[config.mk]
export PLATFORM = sky130hd
export DESIGN_NAME = pipeline_register_fetch_decode_elastic_flat
export DESIGN_NICKNAME = d
export VERILOG_FILES = /design/src/rtl/pipeline_register_fetch_decode_elastic_pkg.sv /design/src/rtl/pipeline_register_fetch_decode_elastic_if.sv /design/src/rtl/pipeline_register_fetch_decode_elastic_slicer.sv /design/src/rtl/pipeline_register_fetch_decode_elastic.sv /design/src/flat_wrapper.sv
export SDC_FILE = /design/constraint.sdc
export NUM_CORES = 1
export LEC_CHECK = 0
export CAP_MARGIN = 20
export CORE_ASPECT_RATIO = 0.5
export CORE_MARGIN = 2
export CORE_UTILIZATION = 40
export CTS_BUF_LIST = sky130_fd_sc_hd__clkbuf_4 sky130_fd_sc_hd__clkbuf_8
export DETAILED_ROUTE_END_ITERATION = 8
export PLACE_DENSITY = 0.79
export SLEW_MARGIN = 20
export SYNTH_ARGS = -nofsm -noshare
export SYNTH_HDL_FRONTEND = slang
export SYNTH_SLANG_ARGS = --single-unit
[constraint.sdc]
create_clock -name clk -period 4.5 [get_ports clk]
set_clock_uncertainty 0.05 [all_clocks]
set_input_delay 0.9 -clock clk [delete_from_list [all_inputs] [get_ports clk]]
set_output_delay 0.9 -clock clk [all_outputs]
set_load 0.1 [all_outputs]
[src/rtl/pipeline_register_fetch_decode_elastic_pkg.sv]
// Shared types and field geometry for the fetch/decode elastic pipeline register.
// The payload struct carries the instruction together with its pre-sliced fields.
package pipeline_pkg;

  localparam int FD_INSTR_W = 18;
  localparam int FD_PC_W    = 16;
  localparam int FD_OPC_W   = 6;
  localparam int FD_REG_W   = 4;
  localparam int FD_IMM_W   = 4;
  localparam int FD_JMP_W   = 12;
  localparam int FD_HIST_W  = 3;
  localparam int FD_PERF_W  = 16;

  // Field offsets: opcode sits at the top, then addr1 and addr2 directly below it.
  localparam int FD_OPC_LSB   = FD_INSTR_W - FD_OPC_W;
  localparam int FD_ADDR1_LSB = FD_OPC_LSB - FD_REG_W;
  localparam int FD_ADDR2_LSB = FD_ADDR1_LSB - FD_REG_W;

  typedef struct packed {
    logic [FD_INSTR_W-1:0] instruction;
    logic [FD_OPC_W-1:0]   opcode;
    logic [FD_REG_W-1:0]   addr1;
    logic [FD_REG_W-1:0]   addr2;
    logic [FD_IMM_W-1:0]   imm;
    logic [FD_JMP_W-1:0]   jump;
    logic [FD_PC_W-1:0]    pc;
    logic [FD_PC_W-1:0]    pc_inc;
    logic [FD_HIST_W-1:0]  hist;
  } fd_payload_t;

  // Encoding equals the number of entries held.
  typedef enum logic [1:0] {
    EMPTY = 2'd0,
    ONE   = 2'd1,
    FULL  = 2'd2
  } fd_state_t;

  typedef enum logic [1:0] {
    HEAD_HOLD,
    HEAD_IN,
    HEAD_SKID,
    HEAD_CLR
  } head_src_t;

endpackage

[src/rtl/pipeline_register_fetch_decode_elastic_if.sv]
// Fetch-side and decode-side handshake bundle of the elastic fetch/decode register.
// master drives fetch data and decode ready; slave is the buffer itself.
interface pipeline_register_fetch_decode_elastic_if;
  import pipeline_pkg::*;

  logic                  f_valid;
  logic                  f_ready;
  logic [FD_INSTR_W-1:0] f_instruction;
  logic [FD_PC_W-1:0]    f_pc;
  logic [FD_PC_W-1:0]    f_pc_inc;
  logic [FD_HIST_W-1:0]  f_hist;

  logic                  d_valid;
  logic                  d_ready;
  logic [FD_INSTR_W-1:0] d_instruction;
  logic [FD_OPC_W-1:0]   d_opcode;
  logic [FD_REG_W-1:0]   d_addr1;
  logic [FD_REG_W-1:0]   d_addr2;
  logic [FD_IMM_W-1:0]   d_imm;
  logic [FD_JMP_W-1:0]   d_jump;
  logic [FD_PC_W-1:0]    d_pc;
  logic [FD_PC_W-1:0]    d_pc_inc;
  logic [FD_HIST_W-1:0]  d_hist;

  modport master (
    output f_valid, f_instruction, f_pc, f_pc_inc, f_hist, d_ready,
    input  f_ready, d_valid, d_instruction, d_opcode, d_addr1, d_addr2,
           d_imm, d_jump, d_pc, d_pc_inc, d_hist
  );

  modport slave (
    input  f_valid, f_instruction, f_pc, f_pc_inc, f_hist, d_ready,
    output f_ready, d_valid, d_instruction, d_opcode, d_addr1, d_addr2,
           d_imm, d_jump, d_pc, d_pc_inc, d_hist
  );

endinterface

[src/rtl/pipeline_register_fetch_decode_elastic_slicer.sv]
// Combinational instruction slicer on the capture path: splits the raw
// instruction into the fields that decode consumes.
module fd_instr_slicer
  import pipeline_pkg::*;
(
  input  logic [FD_INSTR_W-1:0] instruction,
  output logic [FD_OPC_W-1:0]   opcode,
  output logic [FD_REG_W-1:0]   addr1,
  output logic [FD_REG_W-1:0]   addr2,
  output logic [FD_IMM_W-1:0]   imm,
  output logic [FD_JMP_W-1:0]   jump
);

  assign opcode = instruction[FD_OPC_LSB   +: FD_OPC_W];
  assign addr1  = instruction[FD_ADDR1_LSB +: FD_REG_W];
  assign addr2  = instruction[FD_ADDR2_LSB +: FD_REG_W];
  assign imm    = instruction[FD_IMM_W-1:0];
  assign jump   = instruction[FD_JMP_W-1:0];

endmodule

[src/rtl/pipeline_register_fetch_decode_elastic.sv]
// Two-entry elastic (skid) register between fetch and decode, with flush and
// a saturating backpressure counter. f_ready depends on registered state only.
module pipeline_register_fetch_decode_elastic
  import pipeline_pkg::*;
#(
  parameter int INSTR_W = FD_INSTR_W,
  parameter int PC_W    = FD_PC_W,
  parameter int OPC_W   = FD_OPC_W,
  parameter int REG_W   = FD_REG_W,
  parameter int IMM_W   = FD_IMM_W,
  parameter int JMP_W   = FD_JMP_W,
  parameter int HIST_W  = FD_HIST_W,
  parameter int PERF_W  = FD_PERF_W
) (
  input  logic                                   clk,
  input  logic                                   reset,
  input  logic                                   flush,
  input  logic                                   perf_clr,
  pipeline_register_fetch_decode_elastic_if.slave bus,
  output logic [1:0]                             occupancy,
  output logic [PERF_W-1:0]                      stall_cnt
);

  if (OPC_W + 2*REG_W + IMM_W != INSTR_W || JMP_W > INSTR_W - OPC_W) begin : g_bad_fields
    $error("instruction fields do not partition INSTR_W");
  end
  if (INSTR_W != FD_INSTR_W || PC_W != FD_PC_W || OPC_W != FD_OPC_W || REG_W != FD_REG_W ||
      IMM_W != FD_IMM_W || JMP_W != FD_JMP_W || HIST_W != FD_HIST_W) begin : g_bad_pkg
    $error("payload widths must match pipeline_pkg");
  end

  fd_state_t   state, state_next;
  head_src_t   head_src;
  logic        skid_load;
  fd_payload_t head, skid, captured;
  logic        accept, drain;

  logic [FD_OPC_W-1:0] s_opcode;
  logic [FD_REG_W-1:0] s_addr1, s_addr2;
  logic [FD_IMM_W-1:0] s_imm;
  logic [FD_JMP_W-1:0] s_jump;

  fd_instr_slicer u_slicer (
    .instruction (bus.f_instruction),
    .opcode      (s_opcode),
    .addr1       (s_addr1),
    .addr2       (s_addr2),
    .imm         (s_imm),
    .jump        (s_jump)
  );

  assign captured = '{instruction: bus.f_instruction, opcode: s_opcode, addr1: s_addr1,
                      addr2: s_addr2, imm: s_imm, jump: s_jump, pc: bus.f_pc,
                      pc_inc: bus.f_pc_inc, hist: bus.f_hist};

  assign bus.f_ready = (state != FULL);
  assign bus.d_valid = (state != EMPTY);
  assign occupancy   = state;
  assign accept      = bus.f_valid & bus.f_ready;
  assign drain       = bus.d_valid & bus.d_ready;

  always_comb begin
    // NOTE: every output of this block gets a default first so no path leaves it unassigned (no latch).
    state_next = state;
    head_src   = HEAD_HOLD;
    skid_load  = 1'b0;
    unique case (state)
      EMPTY: if (accept) begin
        state_next = ONE;
        head_src   = HEAD_IN;
      end
      ONE: begin
        if (accept && drain) begin
          head_src = HEAD_IN;
        end else if (accept) begin
          skid_load  = 1'b1;
          state_next = FULL;
        end else if (drain) begin
          head_src   = HEAD_CLR;
          state_next = EMPTY;
        end
      end
      FULL: if (drain) begin
        head_src   = HEAD_SKID;
        state_next = ONE;
      end
      default: state_next = EMPTY;
    endcase
    if (flush) begin
      state_next = EMPTY;
      head_src   = HEAD_CLR;
      skid_load  = 1'b0;
    end
  end

  // Emptied entries are zeroed so the payload outputs read as a NOP bubble
  // straight from the registers whenever d_valid is low.
  always_ff @(posedge clk or posedge reset) begin
    // NOTE: the payload registers are reset too, because the zero-bubble output relies on it.
    if (reset) begin
      state <= EMPTY;
      head  <= '0;
      skid  <= '0;
    end else begin
      // NOTE: non-blocking assignments so every register samples pre-edge values.
      state <= state_next;
      case (head_src)
        HEAD_IN:   head <= captured;
        HEAD_SKID: head <= skid;
        HEAD_CLR:  head <= '0;
        default:   head <= head;
      endcase
      if (flush || head_src == HEAD_SKID) skid <= '0;
      else if (skid_load)                 skid <= captured;
    end
  end

  always_ff @(posedge clk or posedge reset) begin
    if (reset)                                         stall_cnt <= '0;
    else if (perf_clr)                                 stall_cnt <= '0;
    else if (bus.d_valid && !bus.d_ready && !flush && stall_cnt != '1)
      stall_cnt <= stall_cnt + PERF_W'(1);
  end

  assign bus.d_instruction = head.instruction;
  assign bus.d_opcode      = head.opcode;
  assign bus.d_addr1       = head.addr1;
  assign bus.d_addr2       = head.addr2;
  assign bus.d_imm         = head.imm;
  assign bus.d_jump        = head.jump;
  assign bus.d_pc          = head.pc;
  assign bus.d_pc_inc      = head.pc_inc;
  assign bus.d_hist        = head.hist;

endmodule
[src/flat_wrapper.sv]
// flat-port wrapper written by rule: the top's interface ports become plain ports
module pipeline_register_fetch_decode_elastic_flat import pipeline_pkg::*;
#(
  parameter int INSTR_W = FD_INSTR_W,
  parameter int PC_W    = FD_PC_W,
  parameter int OPC_W   = FD_OPC_W,
  parameter int REG_W   = FD_REG_W,
  parameter int IMM_W   = FD_IMM_W,
  parameter int JMP_W   = FD_JMP_W,
  parameter int HIST_W  = FD_HIST_W,
  parameter int PERF_W  = FD_PERF_W
)
  (clk, reset, flush, perf_clr, occupancy, stall_cnt, bus_f_valid, bus_f_instruction, bus_f_pc, bus_f_pc_inc, bus_f_hist, bus_d_ready, bus_f_ready, bus_d_valid, bus_d_instruction, bus_d_opcode, bus_d_addr1, bus_d_addr2, bus_d_imm, bus_d_jump, bus_d_pc, bus_d_pc_inc, bus_d_hist);
  pipeline_register_fetch_decode_elastic_if bus_i ();
  input  logic clk;
  input  logic reset;
  input  logic flush;
  input  logic perf_clr;
  output logic [1:0] occupancy;
  output logic [PERF_W-1:0] stall_cnt;
  input wire logic [$bits(bus_i.f_valid)-1:0] bus_f_valid;
  input wire logic [$bits(bus_i.f_instruction)-1:0] bus_f_instruction;
  input wire logic [$bits(bus_i.f_pc)-1:0] bus_f_pc;
  input wire logic [$bits(bus_i.f_pc_inc)-1:0] bus_f_pc_inc;
  input wire logic [$bits(bus_i.f_hist)-1:0] bus_f_hist;
  input wire logic [$bits(bus_i.d_ready)-1:0] bus_d_ready;
  output wire logic [$bits(bus_i.f_ready)-1:0] bus_f_ready;
  output wire logic [$bits(bus_i.d_valid)-1:0] bus_d_valid;
  output wire logic [$bits(bus_i.d_instruction)-1:0] bus_d_instruction;
  output wire logic [$bits(bus_i.d_opcode)-1:0] bus_d_opcode;
  output wire logic [$bits(bus_i.d_addr1)-1:0] bus_d_addr1;
  output wire logic [$bits(bus_i.d_addr2)-1:0] bus_d_addr2;
  output wire logic [$bits(bus_i.d_imm)-1:0] bus_d_imm;
  output wire logic [$bits(bus_i.d_jump)-1:0] bus_d_jump;
  output wire logic [$bits(bus_i.d_pc)-1:0] bus_d_pc;
  output wire logic [$bits(bus_i.d_pc_inc)-1:0] bus_d_pc_inc;
  output wire logic [$bits(bus_i.d_hist)-1:0] bus_d_hist;
  assign bus_i.f_valid = bus_f_valid;
  assign bus_i.f_instruction = bus_f_instruction;
  assign bus_i.f_pc = bus_f_pc;
  assign bus_i.f_pc_inc = bus_f_pc_inc;
  assign bus_i.f_hist = bus_f_hist;
  assign bus_i.d_ready = bus_d_ready;
  assign bus_f_ready = bus_i.f_ready;
  assign bus_d_valid = bus_i.d_valid;
  assign bus_d_instruction = bus_i.d_instruction;
  assign bus_d_opcode = bus_i.d_opcode;
  assign bus_d_addr1 = bus_i.d_addr1;
  assign bus_d_addr2 = bus_i.d_addr2;
  assign bus_d_imm = bus_i.d_imm;
  assign bus_d_jump = bus_i.d_jump;
  assign bus_d_pc = bus_i.d_pc;
  assign bus_d_pc_inc = bus_i.d_pc_inc;
  assign bus_d_hist = bus_i.d_hist;
  pipeline_register_fetch_decode_elastic #(.INSTR_W(INSTR_W), .PC_W(PC_W), .OPC_W(OPC_W), .REG_W(REG_W), .IMM_W(IMM_W), .JMP_W(JMP_W), .HIST_W(HIST_W), .PERF_W(PERF_W)) u_core (.clk(clk), .reset(reset), .flush(flush), .perf_clr(perf_clr), .bus(bus_i), .occupancy(occupancy), .stall_cnt(stall_cnt));
endmodule
# Yosys cells after proc, flatten, opt, wreduce, memory -nomap -nowiden
# Index checks and enable logic that the tools add are counted.
# word_totals
mem_count	0
latchBits	0
romBits	0
elab_cells	70
inputBits	59
regBits	184
mem_bits_rw	0
# op_classes
n_eq_ne	11
bitwise_logic	2
n_div	0
shift	0
mux	23
n_lt_le_gt_ge	0
mul	0
addsub	1
reduce_logical	13
# op_table
cell	n
$pmux W83 S3	1
$mux W83	2
$mux W16	2
$mux W2	11
$add A16 B1 Y16 const B	1
$ne A16 B16 Y1 const B	1
$pmux W2 S3	2
$eq A2 B2 Y1 const B	3
$ne A3 B2 Y1 const B	2
$reduce_bool A2 Y1	3
$mux W1	5
$eq A2 B1 Y1 const B	2
$logic_and A1 B1 Y1	4
$ne A4 B2 Y1 const B	1
$reduce_and A4 Y1	1
$ne A3 B3 Y1 const B	1
$reduce_bool A3 Y1	1
$and A1 B1 Y1	2
$logic_not A1 Y1	2
$logic_not A2 Y1	1
$ne A2 B2 Y1 const B	1
$logic_or A1 B1 Y1	1

# Depth between registers and ports, before layout
# Gate-level depths: netlist (run 1).
# depth
depth_word	10
depth_mapped	7

# Hierarchy
# A second synthesis (run 1) with hierarchy kept.
# unflattened
cells_unflattened	965
area_unflattened_um2	8913.5
# modules_own_cells
module	area_each_um2	cells_each	n_inst	seq_area_each_um2
pipeline_register_fetch_decode_elastic	8688.3	935	1	4604.4
fd_instr_slicer	225.2	30	1	0.0

# Least setup slack after synthesis (run 1)
# No wires, ideal clock.
# synth_timing
kind	register -> output
startpoint	reg u_core.state[1] (netlist: u_core.occupancy[1])
endpoint	out bus_f_ready
t_required_ns	3.550
path_stages_with_launch	4
t_arrival_ns	1.815
path_slack_ns	1.735
path_cell_list	dfrtp_1 > clkbuf_2 > nor2b_1 > inv_1
# synth_via
elab_chain_cells	1
# synth_lines
item	line	rtl
from (decl)	pipeline_register_fetch_decode_elastic.sv:32	fd_state_t state, state_next;
from (signal assigned)	pipeline_register_fetch_decode_elastic.sv:106	state <= state_next;
$ne A2 B2 Y1	pipeline_register_fetch_decode_elastic.sv:56	assign bus.f_ready = (state != FULL);
to (decl)	flat_wrapper.sv:27	output wire logic [$bits(bus_i.f_ready)-1:0] bus_f_ready;
# Every way passes these cells.

# Worst setup path after layout (run 1)
# Same ends and word-level chain as after synthesis.

==> impl_metrics.ini, run 1 <==
[run]
cap_violations = 0

[clocking]
cts_setup_buffers = 0
cts_tree = built
root_buffer = clkbuf_8
clkSinkCount = 124
path_clk_slew_ns = 0.07
numCtsBuffers = 17
clk_path_buf_depth = 2
postCtsHoldBufs = 0
htreeDepth = 4
clkLatencyLatePin_ns = 0.41
cts_resized = 0

[setup_path]
crit_chain = nor2b_1 -> inv_1 -> clkdlybuf4s50_1
arrival_ns = 2.43
crit_buf_inv = 2
cpPeakStageDelay_ns = 0.98
worstPathRequired_ns = 3.55
endpoint_kind = primary output
critical-path-slowest-cell = clkdlybuf4s50_1
crit_type = register to primary output
cp_top_family = buffers and inverters
path_max_fanout = 8
crit_path_start_kind = register

[drt]
wl_per_cell_um = 15.49
drc = 0
vias_per_cell = 5.158
drt_iter0_markers = 413
vias = 4900
wirelength_um = 14720
drtAntennaViolNets = 0
firstDrtPassIters = 5

[final_layout]
antenna-diode-count = 0
syn_to_final_growth_pct = 33.38
drive_gt1_share_pct = 7.713
fin_cells = 950
finalNetCount = 800

[grt]
grt_start_max_net_pins = 62
grt_usage_pct = 18.92
first_global_vias = 4759
grt_pass1_wl_um = 24090
gr-total-overflow = 0
antenna_found_initial = 0

[floorplan]
initial_core_util_pct = 40.84
die-area_um2 = 15780
rows = 31
ios = 162
fp.dieW_um = 175.7
core-area_um2 = 14430
die_y_um = 89.83

[power]
clock_power_share_pct = 32.9
p_switching_mw = 0.9860
combPwrFrac_pct = 25.4
ir_drop_mv = 0.1754
p_leak_nw = 3.525
internal_power_mw = 1.851
switching_share_pct = 34.75
power-per-cell-area_nw_per_um2 = 361.0
seqPwrFrac_pct = 41.7

[sta]
relSlewSlack_pct = 30.63
drv_slew = 0
hold_viol = 0
setup_tns_ns = 0
period_minus_slack_ns = 3.376
worst_pin_slew_ns = 1.037
rsz0062_at_grt = no
fmax_mhz = 296.2
final.period_utilization_pct = 75.03
setup_viol = 0

[synth]
synth_edf_count = 0
synth_top_flop_cell = dfrtp_1
synth_cell_types = 48
synth_area_um2 = 5893
syn_nets = 681
synthArstFlopShare_pct = 100.0
synthCells = 621
yosysSeqAreaShare_pct = 52.65
yosysWarnings = 0
ys_ff_latch = 124
avgSynthCellArea_um2 = 9.490

[hold_path]
min_path_type = register to register

[place]
dpl.cell_count = 919
place_congestion = 0.8148
hpwlAfterDp_um = 9651
port_buffers = 161

[outcome]
status = completed
-- power by group through the flow --
stage	registers (mW)	logic [mW]	clock network [mW]
after floorplan	1.44	0.293	0
after global placement	1.20	0.717	0
after detailed placement	1.21	0.721	0
after CTS	1.18	0.723	0.953
after global routing	1.19	0.749	1.01
final	1.18	0.720	0.933
-- final timing paths --
check / start / endpoint / slack [ns] / cells past startpoint
max: u_core.occupancy[1]$_DFFE_PP0P_ / bus_f_ready / 1.12 / 3
min: u_core.skid[43]$_DFFE_PP0P_ / u_core.skid[43]$_DFFE_PP0P_ / 0.47 / 2
max reg2reg: u_core.occupancy[1]$_DFFE_PP0P_ / u_core.bus.d_jump[5]$_DFFE_PP0P_ / 2.27 / 5
min reg2reg: u_core.skid[43]$_DFFE_PP0P_ / u_core.skid[43]$_DFFE_PP0P_ / 0.47 / 2
max in group asynchronous: reset / u_core.skid[41]$_DFFE_PP0P_ / 2.46 / 3
min in group asynchronous: reset / u_core.stall_cnt[10]$_DFFE_PP0P_ / 0.90 / 2
-- registers in the layout, indices dropped and copies added (netlist names) --
| signal | flops |
|---|---|
| u_core.skid | 53 |
| u_core.bus.d_hist | 3 |
| u_core.bus.d_opcode | 5 |
| u_core.bus.d_pc_inc | 16 |
| u_core.bus.d_jump | 11 |
| u_core.stall_cnt | 16 |
| u_core.bus.d_pc | 16 |
| u_core.bus.d_instruction | 2 |
| u_core.occupancy | 2 |
-- worst register-to-register path, stage by stage, from the launching register on --
cell and delay [ns]:
dfrtp_1 0.49, nor3b_1 0.51, nor2b_4 0.64, buf_12 0.28, nand2_1 0.08, o21ai_1 0.09
-- cell usage in the layout (no fill, tap or decap), drive strengths merged, types with 2 or more instances in the layout --
| cell type | synthesis | routed |
|---|---|---|
| a211oi | 2 | 2 |
| a21oi | 61 | 61 |
| a31oi | 3 | 3 |
| and2 | 2 | 2 |
| and3 | 5 | 5 |
| and4 | 3 | 3 |
| buf | 46 | 8 |
| clkbuf | 23 | 24 |
| clkdlybuf4s50 | 0 | 161 |
| clkinv | 0 | 5 |
| dfrtp | 124 | 124 |
| inv | 8 | 8 |
| mux2 | 3 | 3 |
| mux2i | 57 | 57 |
| nand2 | 167 | 167 |
| nand3 | 3 | 3 |
| nand4 | 5 | 5 |
| nor2 | 14 | 14 |
| nor2b | 7 | 7 |
| nor3 | 2 | 2 |
| nor3b | 2 | 2 |
| nor4 | 2 | 2 |
| o21ai | 57 | 57 |
| o311ai | 2 | 2 |
| o31ai | 5 | 5 |
| or4 | 4 | 4 |
-- routing by layer --
| layer | global-route usage (%) | vias up | routed length [um] | share of wire, % |
|---|---|---|---|---|
| li1 | - | 2321 | - | - |
| met1 | 24.39 | 2415 | 6322 | 43 |
| met2 | 31.69 | 141 | 7482 | 51 |
| met3 | 3.807 | 23 | 640 | 4.3 |
| met4 | 7.025 | 0 | 272 | 1.8 |
| met5 | 0 | - | 0 | 0 |
-- Yosys cell counts, types with 2 or more instances --
library cell    n  area [um^2]
and3_1          5        31.28
and4_1          2        17.52
nor3_1          2        10.01
and2_1          2        12.51
dfrtp_1       124         3103
inv_1           7        26.28
a21oi_1        61        305.3
o31ai_1         5        37.54
clkbuf_1       22        82.58
or4_1           4        30.03
buf_2           9        45.04
nand4_1         3        18.77
buf_4          36        270.3
a31oi_1         3        18.77
o21ai_0        48        240.2
nand3_1         2        10.01
o21ai_1         9        45.04
nand4_2         2        25.02
nor3b_1         2        15.01
o311ai_0        2        17.52
mux2_2          3        33.78
nor2b_1         7        43.79
a211oi_1        2        15.01
mux2i_1        57        570.6
nor2_1         13        48.80
nand2_1       167        626.9
-- metrics by stage --
step,total power [mW],utilization [%],hold slack (ns),area (um^2),worst slack [ns]
6_report,2.837,54.47,0.4699,7860,1.124
5_1_grt,2.945,54.47,0.4880,7860,0.9802
4_1_cts,2.860,54.40,0.4739,7849,1.129
3_5_place_dp,1.927,51.76,0.4653,7468,1.304
3_3_place_gp,1.921,51.76,0.4585,7468,1.368
2_1_floorplan,1.735,-,0.4506,5893,0.2508
-- kinds of logic (layout without fill, tap and decap cells) --
group / after synthesis / in the layout / synth area share, %
compound gates: 141 / 141 / 13.12
fa+ha+maj: 1 / 1 / 0.2123
buf+inv: 77 / 208 / 7.410
flops: 124 / 124 / 52.65
mux: 60 / 60 / 10.25
simple gates: 218 / 218 / 16.35
-- area by class of cell --
class | instances | area, um^2
clock inverters | 7 | 62.56
repair buffers | 169 | 1697
fillers | 1266 | 6569
clock buffers | 24 | 317.8
flip-flops and latches | 124 | 3103
well taps | 198 | 247.7
inverters | 8 | 32.53
multi-input cells | 420 | 2400
Note: power is estimated with default switching activity, not from simulation.
==> run 2, diff against run 1 <==
==> constraint.sdc (replaced) <==
create_clock -name clk -period 2.9 [get_ports clk]
set_clock_uncertainty 0.05 [all_clocks]
set_input_delay 0.58 -clock clk [delete_from_list [all_inputs] [get_ports clk]]
set_output_delay 0.58 -clock clk [all_outputs]
set_load 0.1 [all_outputs]
==> run 2 against run 1 <==
Compared with the run above: hold slack barely moved; total power rose by 70%; global-route usage fell by 0.21 points; die area did not move; via count fell by 0.12%; first-iteration DRC count fell by 8.5%; combinational power rose by 53%; register-to-register slack got worse by 1.5 ns; clock power rose by 100%.
==> impl_metrics.ini, run 2 (same netlist as run 1, synthesis figures left out) <==
[final_layout]
largest_register_ffs = 53
fillers = 1280
final_common_cell = nand2_1
final_cell_mix = nand2_1, dfrtp_1, buf_4
utilization_pct = 54.08
syn_to_final_growth_pct = 32.40
largest-register = u_core.skid
finalNetCount = 806
drive_gt1_share_pct = 22.13
antenna-diode-count = 0

[clocking]
cts_setup_buffers = 0
clkLatencyLatePin_ns = 0.44
cts_resized = 0
clk_path_buf_depth = 2
root_buffer = clkbuf_8
postCtsHoldBufs = 0
htreeDepth = 4
path_clk_slew_ns = 0.07
cts_tree = built
numCtsBuffers = 17
clkSinkCount = 124

[sta]
setup_viol = 0
setup_tns_ns = 0
fmax_mhz = 430.2
final.period_utilization_pct = 80.15
period_minus_slack_ns = 2.324
hold_viol = 0
drv_slew = 0
worst_pin_slew_ns = 0.5859
relSlewSlack_pct = 60.65
rsz0062_at_grt = no

[drt]
wirelength_um = 14780
drtAntennaViolNets = 0
firstDrtPassIters = 4
drc = 0
vias_per_cell = 5.114
drt_iter0_markers = 378
vias = 4894
wl_per_cell_um = 15.44

[grt]
gr-total-overflow = 0
grt_start_max_net_pins = 81
antenna_found_initial = 0
first_global_vias = 4824
grt_pass1_wl_um = 23710
grt_usage_pct = 18.71

[power]
p_leak_nw = 3.778
ir_drop_mv = 0.2842
power-per-cell-area_nw_per_um2 = 617.0

[floorplan]
ios = 162
die_y_um = 89.83
fp.dieW_um = 175.7
initial_core_util_pct = 40.84
core-area_um2 = 14430
die-area_um2 = 15780
rows = 31

[setup_path]
crit_type = register to primary output
path_max_fanout = 8
crit_path_start_kind = register
arrival_ns = 1.69
worstPathRequired_ns = 2.27
endpoint_kind = primary output

[place]
port_buffers = 161
place_congestion = 0.8142
hpwlAfterDp_um = 9663

[outcome]
status = completed

[hold_path]
min_path_type = register to register

[run]
cap_violations = 0
run 2: cell type report:
type | instances | area [um^2] | share of cell area (%)
clock buffers | 21 | 282.8 | 3.624
repair buffers | 175 | 1534 | 19.66
multi-input cells | 420 | 2389 | 30.61
well taps | 198 | 247.7 | 3.175
flip-flops and latches | 124 | 3103 | 39.77
clock inverters | 11 | 212.7 | 2.726
inverters | 8 | 33.78 | 0.4330
run 2: final timing paths:
path | start | endpoint | slack, ns | depth (start not counted)
hold / removal | u_core.skid[42]$_DFFE_PP0P_ | u_core.skid[42]$_DFFE_PP0P_ | 0.47 | 2
setup reg to reg | u_core.stall_cnt[1]$_DFFE_PP0P_ | u_core.stall_cnt[14]$_DFFE_PP0P_ | 0.74 | 5
min in group asynchronous | reset | u_core.stall_cnt[0]$_DFFE_PP0P_ | 0.53 | 3
setup / recovery | u_core.occupancy[1]$_DFFE_PP0P_ | bus_f_ready | 0.58 | 3
max in group asynchronous | reset | u_core.bus.d_jump[8]$_DFFE_PP0P_ | 1.86 | 3
hold reg to reg | u_core.skid[42]$_DFFE_PP0P_ | u_core.skid[42]$_DFFE_PP0P_ | 0.47 | 2
run 2: critical path, stage by stage (launching register included):
cell and delay (ns):
dfrtp_1 0.52, nor2b_1 0.37, inv_1 0.12, buf_4 0.25
run 2: per-layer routing:
layer	global-route usage (%)	share of wire, %	wire (um)
met5	0	0	0
met2	31.63	50	7442
met1	23.29	43	6295
met3	5.034	5.0	733
met4	6.405	2.1	309
run 2: where the power goes:
part	total, mW	switching [mW]	internal, mW
Clock	1.88	0.689	1.19
Sequential	1.84	0.0480	1.79
Combinational	1.10	0.838	0.262
run 2: metrics by stage:
stage	cell area [um^2]	setup WS, ns	hold slack (ns)	std cells	total power, mW
global placement	7307	0.4164	0.4580	925	2.966
global route	7802	0.4745	0.4920	957	4.966
floorplan	5897	0.1414	0.4506	621	2.693
finish	7802	0.5757	0.4699	957	4.814
CTS	7802	0.5459	0.4741	957	4.843
detailed placement	7307	0.3876	0.4645	925	2.975
==> run 3, diff against run 2 <==
==> constraint.sdc (replaced) <==
create_clock -name clk -period 2 [get_ports clk]
set_clock_uncertainty 0.05 [all_clocks]
set_input_delay 0.4 -clock clk [delete_from_list [all_inputs] [get_ports clk]]
set_output_delay 0.4 -clock clk [all_outputs]
set_load 0.1 [all_outputs]
==> run 3 against run 2 <==
Compared with the run above: wire length rose by 4.3%; sequential share of layout area down 1.8 points; sequential cell count did not move; largest power group is now sequential cells; register-to-register slack got worse by 0.58 ns; via count increased by 2.5%.
==> impl_metrics.ini, run 3 (same netlist as run 1, synthesis figures left out) <==
[grt]
grt_usage_pct = 20.02
gr-total-overflow = 0
grt_start_max_net_pins = 89
grt_pass1_wl_um = 25570
first_global_vias = 5156
antenna_found_initial = 0

[final_layout]
largest-register = u_core.skid
final_cell_mix = nand2_1, dfrtp_1, buf_4
finalNetCount = 820
fin_area_um2 = 8224
drive_gt1_share_pct = 26.65
largest_register_ffs = 53
antenna-diode-count = 0
final_common_cell = nand2_1
syn_to_final_growth_pct = 39.55

[setup_path]
endpoint_kind = primary output
critical-path-slowest-cell = dfrtp_2
worstPathRequired_ns = 1.55
crit_chain = nor2b_4 -> clkinvlp_4 -> buf_12
path_max_fanout = 7
arrival_ns = 1.47
crit_type = register to primary output
crit_path_start_kind = register
cpPeakStageDelay_ns = 0.50

[hold_path]
min_path_type = input port to asynchronous set/reset pin

[clocking]
cts_setup_buffers = 2
clkLatencyLatePin_ns = 0.41
clkSinkCount = 124
htreeDepth = 4
clk_path_buf_depth = 2
cts_tree = built
numCtsBuffers = 17
postCtsHoldBufs = 0
root_buffer = clkbuf_8
path_clk_slew_ns = 0.07
cts_resized = 0

[drt]
firstDrtPassIters = 5
wl_per_cell_um = 15.88
drt_iter0_markers = 407
drtAntennaViolNets = 0
vias_per_cell = 5.167
wirelength_um = 15420
vias = 5017
drc = 0

[floorplan]
die-area_um2 = 15780
die_y_um = 89.83
core-area_um2 = 14430
ios = 162
fp.dieW_um = 175.7
rows = 31
initial_core_util_pct = 40.84

[place]
place_congestion = 0.8529
port_buffers = 161
dp_worst_setup_slack_ns = -0.1340
hpwlAfterDp_um = 10380
placed_area_um2 = 7756

[power]
total_power_mw = 6.821
ir_drop_mv = 0.4165
power-per-cell-area_nw_per_um2 = 829.4
p_leak_nw = 3.877

[sta]
relSlewSlack_pct = 68.66
period_minus_slack_ns = 1.917
final.period_utilization_pct = 95.84
worst_pin_slew_ns = 0.4582
worst_slack_ns = 0.08322
hold_viol = 0
setup_viol = 0
rsz0062_at_grt = no
fmax_mhz = 521.7
drv_slew = 0

[outcome]
status = completed

[run]
cap_violations = 0
run 3: cell count changes in the layout (fill, tap and decap cells not counted), moves of 2 or more:
cell / delta
dfrtp_1: -18
buf_4: -8
clkinv_2: +2
bufinv_16: -2
buf_12: +22
dfrtp_2: +18
run 3: per-layer routing:
| layer | GRT usage, % | part of all wire, % |
|---|---|---|
| met4 | 6.543 | 1.6 |
| met3 | 3.680 | 4.0 |
| met2 | 36.09 | 53 |
| met5 | 0 | 0 |
| met1 | 24.26 | 41 |
run 3: critical path: cells and delay by family (launching register included):
family,cells,cell delay (ns)
and+or+nand+nor,1,0.23
DFF,1,0.50
buffers and inverters,2,0.33
run 3: metrics by stage:
stage | hold slack, ns | TNS [ns] | std cells | util [%]
floorplan | 0.4122 | -2.454 | 621 | -
global placement | 0.4585 | -1.895 | 937 | 53.75
detailed placement | 0.4647 | -6.208 | 937 | 53.75
CTS | 0.4337 | 0 | 971 | 57.00
global route | 0.4389 | 0 | 971 | 57.00
finish | 0.4230 | 0 | 971 | 57.00
run 3: layout make-up:
class                   count  area [um^2]
fillers                  1218         6205
flip-flops and latches    124         3126
multi-input cells         420         2439
repair buffers            189         1914
clock buffers              21        289.0
well taps                 198        247.7
clock inverters            11        163.9
inverters                   8        45.04
run 3: power breakdown:
group	switching (mW)	internal, mW	leakage, nW
Sequential	0.0798	2.60	1.67
Clock	0.989	1.49	0.228
Combinational	1.23	0.440	1.98
Total	2.30	4.52	3.88
run 3: worst paths after layout:
path                                                      start                         endpoint  slack [ns]  cells past startpoint
worst max-delay path            u_core.occupancy[0]$_DFFE_PP0P_                      bus_f_ready        0.08                      3
worst min-delay path                                      reset  u_core.bus.d_pc[10]$_DFFE_PP0P_        0.42                      3
worst max register to register  u_core.stall_cnt[5]$_DFFE_PP0P_  u_core.stall_cnt[0]$_DFFE_PP0P_        0.16                      5
worst min register to register      u_core.skid[42]$_DFFE_PP0P_      u_core.skid[42]$_DFFE_PP0P_        0.47                      2
max in group asynchronous                                 reset  u_core.occupancy[1]$_DFFE_PP0P_        1.07                      3
min in group clk                    u_core.skid[42]$_DFFE_PP0P_      u_core.skid[42]$_DFFE_PP0P_        0.47                      2
